==> src/rtl/fetch_unit.sv <==
// rtl/fetch_unit.sv - instruction fetch: 32-bit word reads split into 16-bit instructions
// through a small prefetch queue, with branch redirect flush.
module fetch_unit #(
  parameter logic [31:0] RESET_PC = 32'h0000_0000,
  parameter int          QDEPTH   = 4
) (
  input  logic        clock,
  input  logic        reset,
  output logic        mem_req,
  output logic [9:0]  mem_addr,
  input  logic [31:0] mem_rdata,
  input  logic        redirect,
  input  logic [31:0] redirect_pc,
  output logic [15:0] instr,
  output logic [31:0] instr_pc,
  output logic        instr_valid,
  input  logic        instr_ready
);

  localparam int AW = $clog2(QDEPTH);
  localparam int CW = AW + 1;
  localparam int SW = CW + 2;

  // Halfword-granular PCs: bit 0 of every byte address is always zero.
  logic [31:1]   fetch_pc;
  logic [31:1]   issue_pc;
  logic          in_flight;

  logic [15:0]   q_instr [QDEPTH];
  logic [31:0]   q_pc    [QDEPTH];
  logic [AW-1:0] rd_ptr;
  logic [AW-1:0] wr_ptr;
  logic [CW-1:0] count;

  logic [15:0]   hold_instr;
  logic [31:0]   hold_pc;

  logic          deq;
  logic          push_en;
  logic          push_one;
  logic [1:0]    npush;
  logic [SW-1:0] need;
  logic [SW-1:0] avail;
  logic [31:0]   word_base;
  logic          unused_bits;

  assign unused_bits = redirect_pc[0];

  assign instr_valid = (count != '0);
  assign deq         = instr_valid & instr_ready;

  // A request reserves two slots; data already in flight still owns its two.
  assign need    = SW'(count) + SW'({in_flight, 1'b0}) + SW'(2);
  assign avail   = SW'(QDEPTH) + SW'(deq);
  assign mem_req = ~reset & ~redirect & (need <= avail);

  assign mem_addr  = fetch_pc[11:2];
  assign word_base = {issue_pc[31:2], 2'b00};

  // A word fetched at an odd halfword only contributes its upper half.
  assign push_en  = in_flight & ~redirect;
  assign push_one = issue_pc[1];
  assign npush    = push_en ? (push_one ? 2'd1 : 2'd2) : 2'd0;

  assign instr    = instr_valid ? q_instr[rd_ptr] : hold_instr;
  assign instr_pc = instr_valid ? q_pc[rd_ptr]    : hold_pc;

  always_ff @(posedge clock) begin
    if (push_en) begin
      if (push_one) begin
        q_instr[wr_ptr] <= mem_rdata[31:16];
        q_pc[wr_ptr]    <= word_base + 32'd2;
      end else begin
        q_instr[wr_ptr]           <= mem_rdata[15:0];
        q_pc[wr_ptr]              <= word_base;
        q_instr[wr_ptr + AW'(1)]  <= mem_rdata[31:16];
        q_pc[wr_ptr + AW'(1)]     <= word_base + 32'd2;
      end
    end
  end

  always_ff @(posedge clock or posedge reset) begin
    if (reset) begin
      fetch_pc   <= RESET_PC[31:1];
      issue_pc   <= '0;
      in_flight  <= 1'b0;
      rd_ptr     <= '0;
      wr_ptr     <= '0;
      count      <= '0;
      hold_instr <= '0;
      hold_pc    <= '0;
    end else begin
      // Remember what was last presented so an empty queue keeps showing it.
      if (instr_valid) begin
        hold_instr <= q_instr[rd_ptr];
        hold_pc    <= q_pc[rd_ptr];
      end
      if (redirect) begin
        fetch_pc  <= redirect_pc[31:1];
        in_flight <= 1'b0;
        rd_ptr    <= '0;
        wr_ptr    <= '0;
        count     <= '0;
      end else begin
        in_flight <= mem_req;
        if (mem_req) begin
          issue_pc <= fetch_pc;
          fetch_pc <= {fetch_pc[31:2] + 30'd1, 1'b0};
        end
        rd_ptr <= rd_ptr + AW'(deq);
        wr_ptr <= wr_ptr + AW'(npush);
        count  <= count + CW'(npush) - CW'(deq);
      end
    end
  end

endmodule

==> config.mk <==
export PLATFORM = sky130hd
export DESIGN_NAME = fetch_unit
export DESIGN_NICKNAME = d
export VERILOG_FILES = /design/src/rtl/fetch_unit.sv
export SDC_FILE = /design/constraint.sdc
export NUM_CORES = 1
export LEC_CHECK = 0
export BUFFER_PORTS_ARGS = -buffer_cell sky130_fd_sc_hd__buf_4
export CAP_MARGIN = 5
export CORE_ASPECT_RATIO = 1.25
export CORE_MARGIN = 5
export CORE_UTILIZATION = 59
export CTS_CLUSTER_DIAMETER = 60
export CTS_CLUSTER_SIZE = 30
export DETAILED_ROUTE_END_ITERATION = 6
export PLACE_DENSITY = 0.88
export SYNTH_ARGS = -nofsm -noshare
export SYNTH_HDL_FRONTEND = slang
export SYNTH_SLANG_ARGS = --single-unit
==> constraint.sdc <==
create_clock -name clock -period 9.7 [get_ports clock]
set_clock_uncertainty 0.2 [all_clocks]
set_input_delay 0 -clock clock [delete_from_list [all_inputs] [get_ports clock]]
set_output_delay 0 -clock clock [all_outputs]
set_load 0.03 [all_outputs]
==> impl_metrics.csv <==
group,metric,value,unit
place,place.detailed.hpwl,17.6,mm
logic_synthesis,post_synth_xor_area_fraction,1.83,%
cts,clk_latency,0.52,ns
logic_synthesis,synth_top_family_by_area,"multiplexers",
logic_synthesis,synth_top_area_cell,"edfxtp_1",
job,cap_violations,0,
sta,report.final.setup_viol,0,
worst_setup_path,timing.critical_path.buf_inv,6,
worst_setup_path,reg2reg_setup_slack,5.85,ns
logic_synthesis,synth.area.top_cells,"edfxtp_1, dfrtp_1, mux2_2",
logic_synthesis,synth_compound_area_share,3.75,%
min_path,hp_start,"mem_rdata[17]",
logic_synthesis,ys_seq_area_share,61.6,%
logic_synthesis,synth_enable_flop_cells,184,
die,design.portCount,128,
cts,clock_tree.root_cell,"clkbuf_16",
logic_synthesis,synth-adder-area-share,0.774,%
logic_synthesis,async_flop_share,38.6,%
sta,worst_pin_slew,1.20,ns
worst_setup_path,nature_of_the_critical_path_startpoint,"input pin",
sta,final_slew_violations,0,
cts,path_clk_slew,0.09,ns
die,overall_die_height,182,µm
routing,detailroute.via_count,8980,
logic_synthesis,post-synth-top-area-fraction,39.7,%
logic_synthesis,synth_area_per_cell,13.6,µm²
sta,period_needed,4.26,ns
routing,ant_nets,0,
power,leakage,6.55,nW
cts,cts_inserted_buffers,19,
logic_synthesis,synth_fp_nets,1098,
logic_synthesis,distinct_cell_type_count_after_synthesis,51,
die,die_width,147,µm
routing,detailed_router_iteration_count_before_antenna_repair,5,
power,peakVddDrop,0.000184,V
routing,wl,30.8,mm
worst_setup_path,timing_worst_setup_path_type,"input pin to output port",
logic_synthesis,syn-cell-area,13900,µm²
global_routing,grt_pass1_wl,50.0,mm
sta,final_period_utilization,43.9,%
global_routing,grt_start_max_net_pins,77,
place,total_of_buffers_placed_on_input_and_output_ports,126,
worst_setup_path,critPathRequiredTime,9.50,ns
logic_synthesis,number_of_synthesized_register_bits,306,
routing,detail_route.iter0.violations,547,
cts,post_cts_resized,0,
logic_synthesis,syn_inst,1022,
worst_setup_path,path_delay_family,"buffers and inverters",
sta,rsz0062_at_grt,"no",
global_routing,via_count_of_the_first_global_routing_pass,9432,
die,placeableCoreArea,23100,µm²
final_layout,drive_gt1_share,26.4,%
worst_setup_path,critical-path-max-stage-delay,0.78,ns
outcome,run_status,"finished clean",
worst_setup_path,crit_path_max_fanout,49,
logic_synthesis,yosys_most_used_dff,"edfxtp_1",
worst_setup_path,worst_r2r_startpoint,"count[1]$_DFF_PP0_",
die,placementRows,62,
power,fin_total_pwr,4.45,mW
power,powerDensity,260,nW/µm²
cts,cts.path.max_buffers,3,
cts,ctsHtreeMaxLevel,1,
sta,slew-limit-headroom,20.0,%
global_routing,grt-ovfl-total,0,
die,starting_density_of_the_core,60.1,%
worst_setup_path,cell_with_the_largest_stage_delay_on_the_worst_path,"nand3_1",
routing,drc,0,
min_path,worst_hold_path_type,"input pin to flop",
sta,final.setup.tns,0,ns
die,fp.dieArea,26800,µm²
sta,fmaxAchievable,235,MHz
routing,wire_per_inst,19.8,µm
global_routing,antenna_found_initial,0,
logic_synthesis,post_synth_mux_area_share,15.4,%
cts,cts.sinks,306,
place,globalplace.congestion,0.806,
worst_setup_path,worstSetupStartpoint,"reset",
worst_setup_path,type_of_destination_of_the_critical_path,"output port",
final_layout,insertedDiodeCount,0,
logic_synthesis,post_synth_and_or_nand_nor_area_fraction,13.8,%
logic_synthesis,yosysWarningCount,0,
global_routing,grt_usage,23.3,%
final_layout,synthToLayoutAreaGrowth,23.1,%
worst_setup_path,critPathMostFrequentCell,"buf_4",
final_layout,nets,1333,
routing,vias_per_cell,5.77,
worst_setup_path,cp_cell_sequence,"dlygate4sd3_1, buf_4, dlygate4sd3_1, inv_4, nand3_1, a21o_1, nor2_2, buf_4, buf_4",
cts,tritoncts,"yes",
worst_setup_path,arrival,4.06,ns
sta,timing_hold_violations_final,0,
==> power breakdown <==
part	total, mW	switching [mW]	internal, mW
combinational	1.72	1.04	0.686
sequential	1.85	0.210	1.64
clock	0.880	0.482	0.398
total	4.45	1.73	2.73
==> through the flow <==
stage	area [µm²]	cells	hold WS, ns	worst slack (ns)	utilization (%)
finish	17100	1557	0.165	5.44	74.0
global route	17100	1557	0.155	5.14	74.0
CTS	17100	1557	0.147	5.44	74.0
detailed placement	15000	1379	-0.0662	6.01	64.9
global placement	15000	1379	-0.0743	6.11	64.9
floorplan	13900	1022	-0.0843	4.82	-
==> per-layer routing <==
metal,vias to the layer above,part of all wire (%),global-route usage [%]
met1,4505,39,29.6
met4,0,1.9,5.11
li1,4117,-,-
met2,302,54,43.0
met5,-,0,0
met3,56,5.4,2.77
==> synth_stat cells (2+ instances only) <==
cell and count:
nand3b_1 2, nand4_1 6, xnor2_1 28, and3_1 8, nor2b_1 4, mux4_2 47, nor2_2 3, a2111oi_2 5
nor2_1 16, nand2b_1 5, o31a_1 3, dfxtp_1 4, inv_1 20, nand2_1 180, clkbuf_1 38, a21oi_1 7
nand3_4 2, nand3_1 14, mux2_2 95, o21ai_0 21, a2111oi_0 9, buf_1 2, nor3_1 4, buf_4 14
and2_1 124, and4_1 4, o21ai_1 8, dfrtp_1 118, ha_1 7, edfxtp_1 184, a211oi_1 7, buf_2 13
a311o_1 2
==> flip-flops by register name, indices dropped and copies added, names as in the netlist <==
signal      cells
q_pc          124
q_instr        64
hold_pc        32
fetch_pc       31
issue_pc       31
hold_instr     16
count           3
rd_ptr          2
wr_ptr          2
in_flight       1
==> final timing paths <==
check,end,cells past startpoint
worst max register to register,fetch_pc[26]$_DFFE_PP0P_,10
worst min register to register,hold_pc[14]$_DFF_PP0_,2
worst min-delay path,q_instr[1][1]$_DFFE_PP_,3
worst max-delay path,mem_req,9
min in group asynchronous,hold_pc[30]$_DFF_PP0_,4
max in group asynchronous,hold_instr[0]$_DFF_PP0_,5
==> cells in the final DEF, fill, tap and decap left out, drive strengths merged, types with 5 or more instances in the layout <==
cell type	netlist	final
edfxtp	184	184
nand2	180	180
dlygate4sd3	0	145
buf	30	137
and2	124	124
dfrtp	118	118
mux2	95	95
mux4	47	47
o21ai	30	30
xnor2	28	28
inv	20	28
clkbuf	38	21
nor2	19	19
nand3	16	16
a2111oi	15	15
and3	8	8
nand4	8	8
a211oi	7	7
ha	7	7
a21oi	7	7
nand2b	5	5
and4	5	5
==> worst min-delay path: stages <==
cell and delay, ns:
dlygate4sd3_1 0.53, buf_4 0.12, mux2_2 0.13
==> final cells by class <==
type	count	area [µm²]
Inverter	20	77.6
Multi-Input combinational cell	628	4970
Sequential cell	306	8560
Timing Repair Buffer	282	2480
Fill cell	1424	6010
Tap cell	288	360
Clock inverter	12	168
Clock buffer	21	483
==> cell families after synthesis <==
| kind of cell | after synthesis |
|---|---|
| buffers and inverters | 88 |
| adder cells (fa/ha/maj) | 8 |
| XOR/XNOR | 29 |
| AO/OA/AOI/OAI | 70 |
| AND/OR/NAND/NOR | 378 |
| flip-flops | 306 |
| multiplexers | 143 |
==> timing repair <==
item,in CTS,in global routing
buffers inserted,0,0
hold buffers,145,0
endpoints found under the hold margin,148,0
Power figures use the tool's default switching activity.
